===== src/rtl/serial_rx.sv =====
// serial_rx: receive end of the serial framing link; mirror of serial_tx.
// Hunts for SOF at any bit alignment, deserializes 32-bit words LSB
// first, holds one word back to learn whether it is the last of the
// frame, then pushes {eof_flag, data[31:0]} into the async FIFO.
//
// Ports:
//   wclk         in   clock; one line bit sampled per rising edge
//   wrst         in   asynchronous active-high reset
//   s_in         in   serial line, idle 0, LSB first
//   wfull        in   FIFO full; checked on the write-decision edge
//   ovf_clr      in   clears the sticky overflow flag
//   wdata[32:0]  out  [32] last word of frame, [31:0] payload
//   winc         out  one-cycle FIFO write strobe, wdata valid with it
//   frame_active out  high while in DATA state
//   overflow     out  sticky; a word was dropped because wfull was high
// Optional (macro RX_STATS_EN):
//   frame_cnt[15:0] out  EOF detections in DATA, empty frames included
//   word_cnt[15:0]  out  successful FIFO writes
module serial_rx #(
    parameter logic [31:0] SOF_PAT = 32'h5a5a5a5a,
    parameter logic [31:0] EOF_PAT = 32'h0f0f0f0f
) (
    input  logic        wclk,
    input  logic        wrst,
    input  logic        s_in,
    input  logic        wfull,
    input  logic        ovf_clr,
    output logic [32:0] wdata,
    output logic        winc,
    output logic        frame_active,
    output logic        overflow
`ifdef RX_STATS_EN
    ,
    output logic [15:0] frame_cnt,
    output logic [15:0] word_cnt
`endif
);

    typedef enum logic {
        HUNT = 1'b0,
        DATA = 1'b1
    } state_t;

    state_t      state_q, state_d;
    logic [31:0] shreg_q, shreg_d;
    logic [4:0]  bit_cnt_q, bit_cnt_d;
    logic [31:0] pend_q, pend_d;
    logic        pend_valid_q, pend_valid_d;
    logic [32:0] wdata_q, wdata_d;
    logic        winc_q, winc_d;
    logic        overflow_q, overflow_d;
    logic        frame_active_q, frame_active_d;

    logic [31:0] nxt;
    logic        do_write;
    logic [32:0] wr_word;
    logic        eof_hit;

    assign nxt = {s_in, shreg_q[31:1]};

    always_comb begin
        state_d      = state_q;
        shreg_d      = nxt;
        bit_cnt_d    = bit_cnt_q;
        pend_d       = pend_q;
        pend_valid_d = pend_valid_q;
        wdata_d      = wdata_q;
        winc_d       = 1'b0;
        overflow_d   = ovf_clr ? 1'b0 : overflow_q;
        do_write     = 1'b0;
        wr_word      = 33'd0;
        eof_hit      = 1'b0;

        unique case (state_q)
            HUNT: begin
                if (nxt == SOF_PAT) begin
                    state_d   = DATA;
                    bit_cnt_d = 5'd0;
                end
            end
            DATA: begin
                bit_cnt_d = bit_cnt_q + 5'd1;
                if (bit_cnt_q == 5'd31) begin
                    if (nxt == EOF_PAT) begin
                        eof_hit      = 1'b1;
                        do_write     = pend_valid_q;
                        wr_word      = {1'b1, pend_q};
                        pend_valid_d = 1'b0;
                        // stale frame bits must not combine into a false SOF
                        shreg_d      = 32'd0;
                        state_d      = HUNT;
                    end else begin
                        do_write     = pend_valid_q;
                        wr_word      = {1'b0, pend_q};
                        pend_d       = nxt;
                        pend_valid_d = 1'b1;
                    end
                end
            end
            default: state_d = HUNT;
        endcase

        // setting overflow wins over a same-cycle clear
        if (do_write) begin
            if (!wfull) begin
                winc_d  = 1'b1;
                wdata_d = wr_word;
            end else begin
                overflow_d = 1'b1;
            end
        end

        frame_active_d = (state_d == DATA);
    end

    always_ff @(posedge wclk or posedge wrst) begin
        if (wrst) begin
            state_q        <= HUNT;
            shreg_q        <= 32'd0;
            bit_cnt_q      <= 5'd0;
            pend_q         <= 32'd0;
            pend_valid_q   <= 1'b0;
            wdata_q        <= 33'd0;
            winc_q         <= 1'b0;
            overflow_q     <= 1'b0;
            frame_active_q <= 1'b0;
        end else begin
            state_q        <= state_d;
            shreg_q        <= shreg_d;
            bit_cnt_q      <= bit_cnt_d;
            pend_q         <= pend_d;
            pend_valid_q   <= pend_valid_d;
            wdata_q        <= wdata_d;
            winc_q         <= winc_d;
            overflow_q     <= overflow_d;
            frame_active_q <= frame_active_d;
        end
    end

    assign wdata        = wdata_q;
    assign winc         = winc_q;
    assign overflow     = overflow_q;
    assign frame_active = frame_active_q;

`ifdef RX_STATS_EN
    logic [15:0] frame_cnt_q;
    logic [15:0] word_cnt_q;

    always_ff @(posedge wclk or posedge wrst) begin
        if (wrst) begin
            frame_cnt_q <= 16'd0;
            word_cnt_q  <= 16'd0;
        end else begin
            if (eof_hit) begin
                frame_cnt_q <= frame_cnt_q + 16'd1;
            end
            if (winc_d) begin
                word_cnt_q <= word_cnt_q + 16'd1;
            end
        end
    end

    assign frame_cnt = frame_cnt_q;
    assign word_cnt  = word_cnt_q;
`else
    // no statistics counters in this build; eof_hit only feeds them
    logic unused_eof_hit;
    assign unused_eof_hit = eof_hit;
`endif

endmodule

===== config.mk =====
export PLATFORM = sky130hd
export DESIGN_NAME = serial_rx
export DESIGN_NICKNAME = d
export VERILOG_FILES = /design/src/rtl/serial_rx.sv
export SDC_FILE = /design/constraint.sdc
export NUM_CORES = 1
export LEC_CHECK = 0
export BUFFER_PORTS_ARGS = -buffer_cell sky130_fd_sc_hd__buf_2
export CAP_MARGIN = 20
export CORE_MARGIN = 2
export CORE_UTILIZATION = 38
export CTS_BUF_LIST = sky130_fd_sc_hd__clkbuf_8
export CTS_CLUSTER_DIAMETER = 100
export CTS_CLUSTER_SIZE = 20
export DETAILED_ROUTE_END_ITERATION = 6
export RECOVER_POWER = 25
export SLEW_MARGIN = 10
export SYNTH_ARGS = -nofsm -noshare
export SYNTH_HDL_FRONTEND = slang
export SYNTH_SLANG_ARGS = --single-unit

===== constraint.sdc =====
create_clock -name wclk -period 4.3 [get_ports wclk]
set_clock_uncertainty 0.1 [all_clocks]
set_input_delay 0.215 -clock wclk [delete_from_list [all_inputs] [get_ports wclk]]
set_output_delay 0.215 -clock wclk [all_outputs]
set_load 0.005 [all_outputs]

==> metrics.md <==
| Metric | Value |
|---|---|
| Worst skew pair latency | `0.35 ns` |
| DRT antenna net count | `0` |
| Initial antenna violation count | `0` |
| Critical path class | `input pin to flip-flop` |
| Filler cell count | `958` |
| TritonCTS Buffers | `9` |
| Mux share of post-synthesis cell area | `0.184` |
| Post-synthesis register bit count | `105` |
| Area grow syn2layout | `13.1%` |
| WHS | `0.296 ns` |
| Largest family of logic cells by synthesized area | `multiplexers` |
| # nets final | `297` |
| Die Ht | `106 um` |
| Critical Path RT | `4.44 ns` |
| Detailed Route Iter0 Violations | `67` |
| Vias | `2024` |
| Commonest non-fill, non-tap cell in the layout | `dfrtp_1` |
| GRT Util Overall | `0.123` |
| Startpoint Class | `input pin` |
| Final Non-Filler Cells | `431` |
| Starting Density | `0.388` |
| Largest net degree at the start of global routing | `74` |
| Critical Path Sink Type | `flip-flop` |
| Yosys warning total | `0` |
| Layout cell share with drive strength beyond 1 | `0.403` |
| Fin crit period | `2.44 ns` |
| Final hold violations | `0` |
| Syn_nets | `265` |
| GP Congestion | `0.754` |
| CTS tree | `built` |
| DRT Wirelength | `6.35 mm` |
| Adder-cell share of the synthesized area | `0.00631` |
| Die Area | `11300 sq um` |
| Via density | `4.70` |
| Max-Cap Viols | `0` |
| Slew HR | `0.401` |
| RSZ-0062 raised after global routing | `false` |
| Residual DRC | `0` |
| Footprint of the multi-input gates | `1200 sq um` |
| Diode count | `0` |
| Wirelength per Cell | `14.7 um` |
| TritonCTS sink count | `105` |
| Inst Count DP | `411` |
| PwrDens | `386 nW/um^2` |
| Row count | `37` |
| Boundary pin count | `41` |
| H-tree levels | `3` |
| Slew Viols, Final | `0` |
| Setup Fix Bufs, Post-CTS | `0` |
| CTS Root Cell | `clkbuf_8` |
| Worst Max-Slew Pin Slew | `0.899 ns` |
| Post-synthesis simple-gate area fraction | `0.0877` |
| Worst Path Arrival | `2.58 ns` |
| Achievable Freq | `409 MHz` |
| IO buf count | `40` |
| Global-route wire length before repair | `10.9 mm` |
| Commonest non-fill, non-tap cells in the layout | `105 x dfrtp_1, 62 x mux2_2, 27 x buf_2, 16 x nor2b_1, 12 x clkbuf_1` |
| Combined flip-flop and latch cell area | `2630 sq um` |
| Area of the mapped netlist | `3970 sq um` |
| HPWL Detailed | `4.10 mm` |
| Tcrit/Tclk final | `0.568` |
| Async set-reset flop share out of synthesis | `1.00` |
| Post-Synth XOR/XNOR Area | `0` |
| Compound-Gate Fraction of Synth Area | `0.0243` |
| HP Class | `flip-flop to flip-flop` |
| Die extent in x | `106 um` |
| EDFF count, synth | `0` |
| Synth Instances | `258` |
| Cell variety after synth | `29` |
| Core ar. | `10200 sq um` |
| Status | `finished clean` |
| Leakage | `2.26 nW` |
| Max VDD drop | `0.150 mV` |
| Sequential fraction of the synthesis area | `0.663` |
| Main synth FF type | `dfrtp_1` |
| Gr ovfl total | `0` |
| Synth Area per Inst | `15.4 sq um` |
| Setup violations, final | `0` |
| Drt first pass iters | `4` |
| Final core utilization | `0.438` |
| Maximum root-to-sink buffer count | `2` |
| Vias in the first global route | `2187` |
| Setup TNS | `0 ns` |
| CP max FO | `32` |
| Clock transition at path regs | `0.09 ns` |
## per-stage QoR
stage | instance area, sq um | total power [mW] | setup slack, ns
after floorplan | 3970 | 1.06 | 1.22
after global placement | 4230 | 1.07 | 1.93
after detailed placement | 4230 | 1.07 | 1.89
after CTS | 4500 | 1.75 | 1.79
after global routing | 4480 | 1.80 | 1.71
final | 4480 | 1.73 | 1.86
## synth_stat cells, types with 2 or more instances
master,n,area [sq um]
and4bb_2,8,100
inv_1,4,15.0
dfrtp_1,105,2630
o21ai_0,5,25.0
nor4bb_1,4,40.0
ha_1,2,25.0
clkbuf_1,17,63.8
a31oi_1,2,12.5
buf_6,3,33.8
buf_2,5,25.0
mux2_1,2,22.5
nand3_1,2,10.0
a21oi_1,2,10.0
nor2b_1,16,100
mux2_2,62,698
nand2b_1,2,12.5
nand2_1,5,18.8
## cells by family after synthesis
| group | Yosys count |
|---|---|
| AOI/OAI and AO/OA | 14 |
| adders and majority gates | 2 |
| buffers and inverters | 29 |
| DFF | 105 |
| muxes | 65 |
| and+or+nand+nor | 43 |
## cell type report
class,count,area share
Clock inverter,5,0.0176
Clock buffer,11,0.0338
Timing Repair Buffer,46,0.0533
Inverter,4,0.00391
Multi-Input combinational cell,124,0.268
Sequential cell,105,0.586
Tap cell,136,0.0379
## worst max-delay path, cell delays in order
cell and delay [ns]:
dlygate4sd3_1 0.54, clkbuf_1 0.12, and4bb_2 0.35, nand4_4 0.16, o21bai_4 0.75, mux2_2 0.42
## repair_timing
| item | in CTS | in global routing |
|---|---|---|
| hold buffers | 4 | 0 |
| gates resized for setup | 0 | 0 |
| endpoints found under the setup margin | 0 | 0 |
| hold endpoints to repair | 38 | 0 |
## worst paths after layout
kind                              from     endpoint  slack [ns]  cells after the start
max                               s_in   pend_q[17]        1.86                      6
min                         shreg_q[8]   shreg_q[7]        0.30                      0
max reg2reg                shreg_q[16]   pend_q[17]        1.94                      4
min reg2reg                 shreg_q[8]   shreg_q[7]        0.30                      0
max in group asynchronous         wrst  shreg_q[25]        2.62                      4
min in group asynchronous         wrst     wdata[7]        0.50                      3
## flip-flops by register name (all words and copies together), names as in the netlist
name and flops:
pend_valid_q 1, winc 1, pend_q 32, wdata 33, frame_active 1, overflow 1
shreg_q 31, bit_cnt_q 5
## routing by layer
metal / GRT usage / routed length, um / vias up
met5: 0 / 0 / -
met4: 0.0479 / 59 / 0
met3: 0.0221 / 188 / 6
met2: 0.194 / 2990 / 32
met1: 0.169 / 3110 / 1036
li1: - / - / 950
## report_power, final
part	switching [mW]	internal [mW]
registers	0.0143	1.00
logic	0.0234	0.0122
clock network	0.320	0.358
(Power assumes the default switching activity.)
